## src/rtl/mf_ceg_pkg.sv

```systemverilog
// Shared constants, the cycle-action encoding and helper functions for the
// multi-channel fractional clock-enable generator.
package mf_ceg_pkg;

  localparam int DEF_ACC_W       = 16;
  localparam int DEF_LOCK_CYCLES = 8;
  localparam int LOCK_CNT_W      = 8;

  // What the generator does at a given refclk edge.
  typedef enum logic [1:0] {
    CYC_RUN    = 2'd0,
    CYC_PAUSE  = 2'd1,
    CYC_COMMIT = 2'd2
  } cyc_action_e;

  // Width of the channel-select field; never narrower than one bit.
  function automatic int ch_idx_w(input int num_ch);
    if (num_ch <= 1) return 1;
    return $clog2(num_ch);
  endfunction

  // Increment giving f_out from f_ref with an acc_w-bit accumulator, rounded
  // to nearest. Intended for elaboration-time constants only.
  function automatic logic [31:0] calc_inc(input real f_out, input real f_ref,
                                           input int acc_w);
    real scaled;
    scaled = f_out * (2.0 ** acc_w) / f_ref;
    return 32'($rtoi(scaled + 0.5));
  endfunction

endpackage

```

## src/rtl/mf_ceg_nco.sv

```systemverilog
// One phase-accumulator channel: the carry out of acc + inc becomes a
// single-cycle enable pulse.
module mf_ceg_nco
  import mf_ceg_pkg::*;
#(
  parameter int ACC_W = DEF_ACC_W
) (
  input  logic             refclk,
  input  logic             rst_n,
  input  logic             load,
  input  logic [ACC_W-1:0] load_phase,
  input  logic [ACC_W-1:0] load_inc,
  input  logic             run,
  output logic             ce
);

  logic [ACC_W-1:0] acc;
  logic [ACC_W-1:0] inc;
  logic [ACC_W:0]   sum;

  // Next accumulator value with the wrap carry kept in the top bit.
  always_comb begin
    sum = {1'b0, acc} + {1'b0, inc};
  end

  // Load realigns to the start phase; run advances; anything else holds acc
  // and keeps the enable low.
  always_ff @(posedge refclk or negedge rst_n) begin
    if (!rst_n) begin
      acc <= '0;
      inc <= '0;
      ce  <= 1'b0;
    end else if (load) begin
      acc <= load_phase;
      inc <= load_inc;
      ce  <= 1'b0;
    end else if (run) begin
      acc <= sum[ACC_W-1:0];
      ce  <= sum[ACC_W];
    end else begin
      ce  <= 1'b0;
    end
  end

endmodule

```

## src/rtl/mf_ceg_multi.sv

```systemverilog
// Multi-channel fractional clock-enable generator. Owns the per-channel shadow
// configuration, the commit/pause decode and the lock counter; each channel's
// accumulator lives in an mf_ceg_nco instance.
module mf_ceg_multi
  import mf_ceg_pkg::*;
#(
  parameter int NUM_CH      = 5,
  parameter int ACC_W       = DEF_ACC_W,
  parameter int LOCK_CYCLES = DEF_LOCK_CYCLES
) (
  input  logic                        refclk,
  input  logic                        rst_n,
  input  logic                        cfg_wr,
  input  logic [ch_idx_w(NUM_CH)-1:0] cfg_ch,
  input  logic [ACC_W-1:0]            cfg_inc,
  input  logic [ACC_W-1:0]            cfg_phase,
  input  logic                        cfg_commit,
  input  logic                        pause,
  output logic [NUM_CH-1:0]           ce,
  output logic                        locked
);

  localparam int CH_W = ch_idx_w(NUM_CH);

  logic [ACC_W-1:0]      shadow_inc   [NUM_CH];
  logic [ACC_W-1:0]      shadow_phase [NUM_CH];
  logic [ACC_W-1:0]      eff_inc      [NUM_CH];
  logic [ACC_W-1:0]      eff_phase    [NUM_CH];
  logic [NUM_CH-1:0]     wr_hit;
  logic [LOCK_CNT_W-1:0] lock_cnt;
  cyc_action_e           action;
  logic                  do_load;
  logic                  do_run;

  // Commit overrides pause; pause only matters on edges without a commit.
  always_comb begin
    action = CYC_RUN;
    if (cfg_commit)
      action = CYC_COMMIT;
    else if (pause)
      action = CYC_PAUSE;
  end

  assign do_load = (action == CYC_COMMIT);
  assign do_run  = (action == CYC_RUN);

  // A write to a channel index beyond NUM_CH matches no channel and is lost.
  // A write in the commit cycle is forwarded so the commit sees the new value.
  for (genvar g = 0; g < NUM_CH; g++) begin : g_ch
    assign wr_hit[g]    = cfg_wr && (cfg_ch == CH_W'(g));
    assign eff_inc[g]   = wr_hit[g] ? cfg_inc   : shadow_inc[g];
    assign eff_phase[g] = wr_hit[g] ? cfg_phase : shadow_phase[g];

    mf_ceg_nco #(
      .ACC_W (ACC_W)
    ) u_nco (
      .refclk     (refclk),
      .rst_n      (rst_n),
      .load       (do_load),
      .load_phase (eff_phase[g]),
      .load_inc   (eff_inc[g]),
      .run        (do_run),
      .ce         (ce[g])
    );
  end

  // Shadow registers only change on a matching configuration write.
  always_ff @(posedge refclk or negedge rst_n) begin
    if (!rst_n) begin
      for (int i = 0; i < NUM_CH; i++) begin
        shadow_inc[i]   <= '0;
        shadow_phase[i] <= '0;
      end
    end else begin
      for (int i = 0; i < NUM_CH; i++) begin
        if (wr_hit[i]) begin
          shadow_inc[i]   <= cfg_inc;
          shadow_phase[i] <= cfg_phase;
        end
      end
    end
  end

  // Lock counter restarts on every commit, counts down on run edges only, and
  // raises locked on its final step; pause freezes both counter and flag.
  always_ff @(posedge refclk or negedge rst_n) begin
    if (!rst_n) begin
      lock_cnt <= '0;
      locked   <= 1'b0;
    end else begin
      case (action)
        CYC_COMMIT: begin
          lock_cnt <= LOCK_CNT_W'(LOCK_CYCLES);
          locked   <= 1'b0;
        end
        CYC_RUN: begin
          if (lock_cnt != '0) begin
            lock_cnt <= lock_cnt - LOCK_CNT_W'(1);
            if (lock_cnt == LOCK_CNT_W'(1))
              locked <= 1'b1;
          end
        end
        default: begin
        end
      endcase
    end
  end

endmodule

```

## config.mk

```make
export PLATFORM = sky130hd
export DESIGN_NAME = mf_ceg_multi
export DESIGN_NICKNAME = d
export VERILOG_FILES = /design/src/rtl/mf_ceg_pkg.sv /design/src/rtl/mf_ceg_nco.sv /design/src/rtl/mf_ceg_multi.sv
export SDC_FILE = /design/constraint.sdc
export NUM_CORES = 1
export LEC_CHECK = 0
export CAP_MARGIN = 30
export CORE_MARGIN = 4
export CORE_UTILIZATION = 50
export CTS_CLUSTER_DIAMETER = 50
export DETAILED_ROUTE_END_ITERATION = 8
export PLACE_DENSITY = 0.69
export SKIP_CTS_REPAIR_TIMING = 1
export SYNTH_ARGS = -nofsm -noshare
export SYNTH_HDL_FRONTEND = slang
export SYNTH_HIERARCHICAL = 1
export SYNTH_SLANG_ARGS = --single-unit
export TNS_END_PERCENT = 5
```

## constraint.sdc

```tcl
create_clock -name refclk -period 7 [get_ports refclk]
set_clock_uncertainty 0.1 [all_clocks]
set_input_delay 1.4 -clock refclk [delete_from_list [all_inputs] [get_ports refclk]]
set_output_delay 1.4 -clock refclk [all_outputs]
set_load 0.005 [all_outputs]
```

=== Word-level counts from Yosys, hierarchy flattened ===
Index checks and enable logic that the tools add are counted.

* Bits in registers: 334
* Input port bits: 40
* Output and inout bits: 6
* Logic and storage cells: 89

* Add/sub/neg operators: 6
* Equality and inequality tests: 8
* Mux-type cells: 37
* Reduce and logical (&&, ||, !) cells: 11

{| class="wikitable"
|+ Operator list
! kind !! number
|-
| 16-bit 2-to-1 mux || 20
|-
| 16-bit by 16-bit adder with 17-bit output || 5
|-
| 8-bit one-hot mux with 2 select lines || 1
|-
| 1-bit 2-to-1 mux || 13
|-
| 8-bit by 1-bit == test with 1-bit output (second input constant) || 1
|-
| 8-bit 2-to-1 mux || 1
|-
| 8-bit nonzero test || 1
|-
| 8-bit by 1-bit subtractor with 8-bit output (second input constant) || 1
|-
| 3-bit by 2-bit == test with 1-bit output (second input constant) || 2
|-
| 1-bit logical AND || 5
|-
| 2-bit by 1-bit inequality test with 1-bit output (second input constant) || 2
|-
| 3-bit by 1-bit == test with 1-bit output (second input constant) || 1
|-
| 3-bit == test (second input constant) || 1
|-
| 3-bit logical NOT || 1
|-
| 3-bit AND reduction || 1
|-
| 2-bit == test (second input constant) || 1
|-
| 2-bit logical NOT || 1
|-
| 2-bit 2-to-1 mux || 1
|-
| 1-bit one-hot mux with 2 select lines || 1
|-
| 2-bit AND reduction || 1
|-
| 2-bit nonzero test || 1
|}

=== Depth between registers and ports, before layout ===
Gate-level depths: netlist (run 1).

* Depth in word-level cells: 5
* Gate-level depth with buffers: 9
* Mapped depth without buffers: 9

=== Modules after synthesis ===
Netlist (run 1), hierarchy kept.

{| class="wikitable"
|+ Modules (own cells, without submodules)
! module !! times used !! cells each !! area an instance (um2) !! seq. area each (um2)
|-
| mf_ceg_nco (g_ch[1].u_nco ...) || 4 || 202 || 2060.7 || 825.8
|-
| mf_ceg_multi || 1 || 399 || 6526.3 || 4229.1
|-
| mf_ceg_nco (g_ch[0].u_nco) || 1 || 199 || 2068.2 || 825.8
|}

=== Least setup slack after synthesis (run 1) ===
No wires, ideal clock.

* Kind: in2reg
* Start point: input port cfg_commit
* End point: register g_ch[1].u_nco.acc[14]
* Setup time: 86 ps
* Arrival: 2884 ps
* Data required time: 6814 ps
* Slack: 3930 ps
* Stages: 6
* Path buffers: 3
* Cell sequence: clkbuf_1 > nor2_1 > clkbuf_1 > clkbuf_1 > o21ai_0 > a32oi_1

* Word-level cells in the longest chain between the ends: 3
* Elaborated cells between the ends (all ways): 5
* Those cells by class: eq/ne (1); mux (2); reduce/logical (2)

{| class="wikitable"
|+ Ends and longest elaborated chain
! item !! line !! RTL
|-
| from (decl) || mf_ceg_multi.sv:17 || <nowiki>input logic cfg_commit,</nowiki>
|-
| 2-bit 2-to-1 mux || mf_ceg_multi.sv:38 || <nowiki>if (cfg_commit)</nowiki>
|-
| 2-bit logical NOT || mf_ceg_multi.sv:45 || <nowiki>assign do_run = (action == CYC_RUN);</nowiki>
|-
| net do_run || mf_ceg_multi.sv:33 || <nowiki>logic do_run;</nowiki>
|-
| 2-bit nonzero test (no line) || -- ||
|-
| to (signal assigned) || mf_ceg_nco.sv:34 || <nowiki>acc <= load_phase;</nowiki>
|-
| to (signal assigned) || mf_ceg_nco.sv:38 || <nowiki>acc <= sum[ACC_W-1:0];</nowiki>
|-
| to (decl) || mf_ceg_nco.sv:17 || <nowiki>logic [ACC_W-1:0] acc;</nowiki>
|}

The timed path passes the listed nets, and every way through them passes these cells.
A chain may end at the register's enable or synchronous reset.

=== Final worst setup path (run 1) ===
* Start point: input port pause
* End point: register g_ch[4].u_nco.acc[14]

* Word-level cells in the longest chain between the ends: 4
* Elaborated cells between the ends (all ways): 6
* Those cells by class: eq/ne (1); mux (3); reduce/logical (2)

{| class="wikitable"
|+ Ends and longest elaborated chain
! item !! line !! RTL
|-
| from (decl) || mf_ceg_multi.sv:18 || <nowiki>input logic pause,</nowiki>
|-
| 1-bit 2-to-1 mux || mf_ceg_multi.sv:40 || <nowiki>else if (pause)</nowiki>
|-
| 2-bit 2-to-1 mux || mf_ceg_multi.sv:38 ||
|-
| 2-bit logical NOT || mf_ceg_multi.sv:45 ||
|-
| net do_run || mf_ceg_multi.sv:33 ||
|-
| 2-bit nonzero test (no line) || -- ||
|-
| to (signal assigned) || mf_ceg_nco.sv:34 ||
|-
| to (signal assigned) || mf_ceg_nco.sv:38 ||
|-
| to (decl) || mf_ceg_nco.sv:17 ||
|}

The timed path passes the listed nets, and every way through them passes these cells.

==> results of run 1 <==
-- cell type report --
class,instances,area [µm²]
clock buffers,50,1100
clock inverters,18,211.5
fillers,2799,13870
flip-flops and latches,334,8358
inverters,20,75.07
multi-input cells,979,8119
diodes,1,2.502
repair buffers,57,574.3
well taps,442,553.0
-- state kept, by name, summed over array words and instances, names as in the netlist --
name / count
g_ch.u_nco/acc: 80
g_ch.u_nco/inc: 80
shadow_inc: 80
shadow_phase: 80
lock_cnt: 8
g_ch.u_nco/ce: 5
locked: 1
-- cells in the mapped netlist, types with 3 or more instances --
library cell and count:
dfrtp_1 334, mux2_2 235, nand2_1 89, ha_1 83, a21oi_1 76, o21ai_0 75, clkbuf_1 52, a21o_1 51
nor2_1 41, xnor2_1 40, mux2i_1 32, a22oi_1 31, xor2_1 28, a211oi_1 22, o21ai_1 21, inv_1 20
nand4_1 20, nand2b_1 16, mux2_1 13, buf_4 12, o21bai_1 10, buf_2 8, a31oi_1 7, nor2b_1 6
fa_1 5, nor4_1 5, a211o_1 4, a21boi_0 4, a221oi_2 4, a311oi_1 4, a32oi_1 4, and3_1 4
nand3_1 4, nor3b_1 4, o211ai_1 4, o21ai_2 4, o41a_1 4, nor3_2 3
-- metrics by stage --
step	hold WS [ps]	cell area (µm²)	utilization [%]	instances
2_1_floorplan	349.4	16840	-	1406
3_3_place_gp	361.5	17680	53.79	1832
3_5_place_dp	370.7	17680	53.79	1832
4_1_cts	384.4	18990	57.78	1900
5_1_grt	393.5	18990	57.78	1900
6_report	382.5	18990	57.79	1901
-- how the worst max path moves through the flow --
stage / startpoint / end / slack (ps) / cells past startpoint
after global routing: pause / g_ch[4].u_nco/acc[14] / 3500 / 6
after CTS: pause / g_ch[4].u_nco/acc[14] / 3650 / 6
final: pause / g_ch[4].u_nco/acc[14] / 3610 / 6
after global placement: pause / g_ch[4].u_nco/acc[8] / 3140 / 5
after floorplan: cfg_commit / g_ch[1].u_nco/acc[14] / 3930 / 6
after detailed placement: pause / g_ch[4].u_nco/acc[14] / 3100 / 6
-- power breakdown --
part           leakage [nW]  total, W  switching [W]  internal [W]
registers              4.05   0.00265       0.000237       0.00241
clock network         0.641   0.00204       0.000809       0.00123
logic                  3.68   0.00267        0.00145       0.00122
-- routing by layer --
metal,track usage (%),up-vias,wire length [µm]
met3,2.776,53,1526
met1,31.63,5702,18740
li1,-,5185,-
met4,5.387,0,953
met5,0,-,0
met2,34.35,212,17810
-- cell families after synthesis --
| family | share of synthesized area [%] |
|---|---|
| compound gates | 12.90 |
| fa+ha+maj | 6.762 |
| simple gates | 6.272 |
| buf+inv | 2.400 |
| flops | 49.64 |
| mux | 18.49 |
| xor+xnor | 3.537 |
==> results by group, run 1 <==
Status
  • Status: completed

Pwr
  • PD cells: 387.3 mW/mm²
  • Leak: 8.366 nW
  • Total power: 0.007357 W
  • Peak supply drop: 172.9 µV

Synth
  • Syn Inst Count: 1406
  • Post-Syn Area: 0.01684 mm²
  • Synth unique cells: 59
  • Synth area leader: dfrtp_1
  • Asr flop ratio synth: 100.0%
  • Synth Flop Type: dfrtp_1
  • Yosys Warn Count: 6
  • Post-synth EDFFs: 0
  • Synth Register Bits: 334
  • Most area-consuming cells after synthesis: dfrtp_1, mux2_2, ha_1
  • Synth Net Count: 1534
  • Average cell area after synthesis: 11.98 µm²
  • Sequential share of the synthesized area: 49.64%
  • Top-area cell type share of the netlist area: 49.64%

Clock tree
  • Htree depth: 2
  • Clk_lat worst skew: 520 ps
  • Root Buffer: clkbuf_16
  • CTS max path bufs: 3
  • Clock Pin Slew Worst Setup and Hold Paths: 60 ps
  • Clk sink count: 334
  • Total CTS buffers: 39
  • CTS tree: yes

Final layout
  • Net count, final: 1559
  • Most common cell after layout, fill and taps aside: dfrtp_1
  • Commonest cells after routing, fill and taps aside: dfrtp_1, mux2_2, nand2_1
  • Area Growth Syn to Fin: 12.80%
  • Fraction of layout instances using a drive strength above 1: 23.11%

Floorplanning
  • Io pins: 46
  • Core area: 0.03287 mm²
  • Die Wd: 191.5 µm
  • Die Area: 0.03667 mm²
  • Die H: 191.5 µm
  • Initial core utilization: 51.23%
  • FP Rows: 66

Place
  • IO Port Bufs: 45
  • Dpl ws: 3100 ps
  • DP HPWL: 25210 µm
  • Final GP Congestion: 0.8771

Critical path
  • Reg2Reg Depth: 8
  • Crit-path cells: clkdlybuf4s50_1 -> nor2_4 -> buf_4 -> nor3b_1 -> a21oi_1 -> a32oi_1
  • Crit path launch type: input pin
  • CP delay by family, top: simple AND/OR/NAND/NOR gates
  • Worst setup EP type: register
  • Critical path buffer and inverter count: 2
  • Flop-to-flop setup slack: 4300 ps
  • Crit path arrival time: 3710 ps
  • Critical path type: in2reg
  • Reg2reg start: g_ch[3].u_nco/acc[0]
  • Worst path slowest cell: nor2_4
  • Critical path data required time: 7320 ps
  • Max FO, Critical Path: 25
  • Slowest stage delay, CP: 680 ps
  • Worst reg2reg path endpoint: g_ch[3].u_nco/acc[8]

Global route
  • Largest net degree at the start of global routing: 142
  • Vias in the first global route: 11240
  • GRT overflow: 0
  • All-Layer GR Usage: 21.58%
  • Initial antenna violation count: 0
  • Global-route wire length before repair: 62670 µm

STA
  • Hold Violations, Final: 0
  • Peak Freq: 295.2 MHz
  • Final-report max-slew violation count: 0
  • Relative slew slack: 39.38%
  • Final TNS setup: 0 ps
  • Final WS setup: 3613 ps
  • RSZ-0062 raised after global routing: false
  • Worst Tran Pin Value: 909.4 ps
  • Ratio of final minimum period to clock period: 48.39%
  • Min cycle time layout: 3387 ps
  • Final setup vio count: 0

Worst hold path
  • Min-Delay Path Class: reg2reg
  • Hold Crit Depth: 1
  • Hold Path End: shadow_inc[66]
  • Hold_sp: shadow_inc[66]

Job
  • Max-cap check violation count: 0

Route
  • Aggregate routed wire length: 39030 µm
  • DR pass1 iterations: 5
  • DRC violations left: 0
  • Via/cell ratio: 5.866
  • Antenna Nets Post-Route: 0
  • DR vias: 11150
  • Initial DRC Count: 858
  • Wirelength per Cell: 20.53 µm
Note: power is estimated with default switching activity, not from simulation.
==> run 2, diff against run 1 <==
--- a/config.mk
+++ b/config.mk
@@ -10,7 +10,7 @@
 export CORE_UTILIZATION = 50
 export CTS_CLUSTER_DIAMETER = 50
 export DETAILED_ROUTE_END_ITERATION = 8
-export PLACE_DENSITY = 0.69
+export PLACE_DENSITY = 0.71
 export SKIP_CTS_REPAIR_TIMING = 1
 export SYNTH_ARGS = -nofsm -noshare
 export SYNTH_HDL_FRONTEND = slang
==> constraint.sdc (replaced) <==
create_clock -name refclk -period 3.07 [get_ports refclk]
set_clock_uncertainty 0.1 [all_clocks]
set_input_delay 0.614 -clock refclk [delete_from_list [all_inputs] [get_ports refclk]]
set_output_delay 0.614 -clock refclk [all_outputs]
set_load 0.005 [all_outputs]
==> results by group, run 2 (synthesized netlist as in run 1, its figures left out) <==
Status
  • Status: completed

Route
  • Antenna Nets Post-Route: 0 (unchanged)
  • Aggregate routed wire length: 37870 µm (-3.0%)
  • Wirelength per Cell: 19.82 µm (-3.5%)
  • DR pass1 iterations: 5 (unchanged)
  • DRC violations left: 0 (unchanged)
  • DR vias: 11210 (+0.56%)
  • Initial DRC Count: 763 (-11%)
  • Via/cell ratio: 5.868 (about the same)

Global route
  • Initial antenna violation count: 1 (+1)
  • GRT overflow: 0 (unchanged)
  • All-Layer GR Usage: 21.22% (-0.36 points)
  • Vias in the first global route: 11350 (+0.98%)
  • Largest net degree at the start of global routing: 85 (-40%)
  • Global-route wire length before repair: 62220 µm (-0.73%)

Place
  • Final GP Congestion: 0.8911 (+1.6%)
  • DP HPWL: 25490 µm (+1.1%)
  • Post-DP Area: 0.01790 mm² (+1.3%)
  • Dpl ws: 238.3 ps (-2862 ps)
  • IO Port Bufs: 45 (unchanged)

Critical path
  • Crit path arrival time: 3020 ps (-690 ps)
  • Max FO, Critical Path: 3 (-88%)
  • Critical path data required time: 3370 ps (-3950 ps)
  • Worst setup EP type: register
  • Flop-to-flop setup slack: 340 ps (-3960 ps)
  • Critical path type: reg2reg
  • Crit path launch type: register

Job
  • Max-cap check violation count: 0 (unchanged)

Final layout
  • Final instance area: 0.01925 mm² (+1.3%)
  • Commonest cells after routing, fill and taps aside: dfrtp_1, mux2_2, nand2_1
  • Net count, final: 1572 (+0.83%)
  • Fraction of layout instances using a drive strength above 1: 23.62% (+0.51 points)
  • # fillers: 2734 (-2.3%)
  • Most common cell after layout, fill and taps aside: dfrtp_1
  • Total inserted antenna cells: 0 (-1)
  • Area Growth Syn to Fin: 14.32%
  • Fin util: 58.57% (+0.78 points)

Pwr
  • Leak: 8.470 nW (+1.2%)
  • Peak supply drop: 503.5 µV (+190%)
  • PD cells: 875.8 mW/mm² (+130%)

STA
  • Hold WS: 380.7 ps (-1.827 ps)
  • Hold Violations, Final: 0 (unchanged)
  • Ratio of final minimum period to clock period: 88.83%
  • Final setup vio count: 0 (unchanged)
  • Min cycle time layout: 2727 ps
  • Peak Freq: 366.7 MHz
  • Final WS setup: 342.9 ps (-3270 ps)
  • Final-report max-slew violation count: 0 (unchanged)
  • Worst Tran Pin Value: 615.4 ps (-294.0 ps)
  • Final TNS setup: 0 ps (unchanged)
  • Relative slew slack: 58.82% (+19 points)
  • RSZ-0062 raised after global routing: false

Clock tree
  • Clk sink count: 334 (unchanged)
  • CTS tree: yes
  • Clock Pin Slew Worst Setup and Hold Paths: 60 ps (about the same)
  • Root Buffer: clkbuf_16
  • Clk_lat worst skew: 510 ps (about the same)
  • Total CTS buffers: 39 (unchanged)
  • CTS max path bufs: 3 (unchanged)
  • Htree depth: 2 (unchanged)

Floorplanning
  • Die Area: 0.03667 mm² (unchanged)
  • Die H: 191.5 µm (unchanged)
  • Die Wd: 191.5 µm (unchanged)
  • Initial core utilization: 51.23% (unchanged)
  • FP Rows: 66 (unchanged)
  • Core area: 0.03287 mm² (unchanged)
  • Io pins: 46 (unchanged)

Worst hold path
  • Min-Delay Path Class: reg2reg
==> run 2: cell types whose count changed in the layout (fill, tap and decap cells not counted), sizes merged <==
cell	before	now
buf	13	26
bufinv	3	5
clkinv	11	4
clkinvlp	2	5
diode	1	0
dlygate4sd3	0	1
inv	22	21
==> run 2: layout make-up <==
type                            count  area [µm²]  area share [%]
Sequential cell                   334        8358           43.42
Multi-Input combinational cell    979        8119           42.18
Clock buffer                       51        1114           5.785
Timing Repair Buffer               70       809.5           4.206
Tap cell                          442       553.0           2.873
Clock inverter                     15       220.2           1.144
Inverter                           20       75.07          0.3900
==> run 2: worst paths after layout <==
kind / start / end / cells after the start
max: g_ch[3].u_nco/acc[0] / g_ch[3].u_nco/acc[8] / 8
min: shadow_inc[65] / shadow_inc[65] / 1
max reg2reg: g_ch[3].u_nco/acc[0] / g_ch[3].u_nco/acc[8] / 8
min reg2reg: shadow_inc[65] / shadow_inc[65] / 1
max in group asynchronous: rst_n / lock_cnt[4] / 3
min in group asynchronous: rst_n / g_ch[3].u_nco/acc[12] / 2
==> run 2: report_power, final <==
group          switching, W  internal (W)
Sequential         0.000534       0.00550
Clock               0.00177       0.00297
Combinational       0.00327       0.00281
Total               0.00558        0.0113
==> run 2: metrics by stage <==
step                      power (W)  std cells
final                       0.01686       1911
after global routing        0.01803       1911
after CTS                   0.01694       1910
after detailed placement    0.01209       1844
after global placement      0.01188       1844
after floorplan             0.01070       1406
==> run 2: critical path, cell delays in order, from the launching register on <==
cell and delay (ps):
dfrtp_1 390, ha_1 240, fa_1 430, a21o_1 260, a221oi_2 370, o21ai_1 150
xor2_1 160, mux2_2 260, mux2_2 250
==> run 2: layer usage <==
layer | vias up | GRT usage (%) | routed length, µm
met4 | 0 | 6.519 | 1142
met2 | 233 | 33.21 | 17270
met3 | 65 | 2.392 | 1358
li1 | 5199 | - | -
met5 | - | 0 | 0
met1 | 5717 | 31.30 | 18090
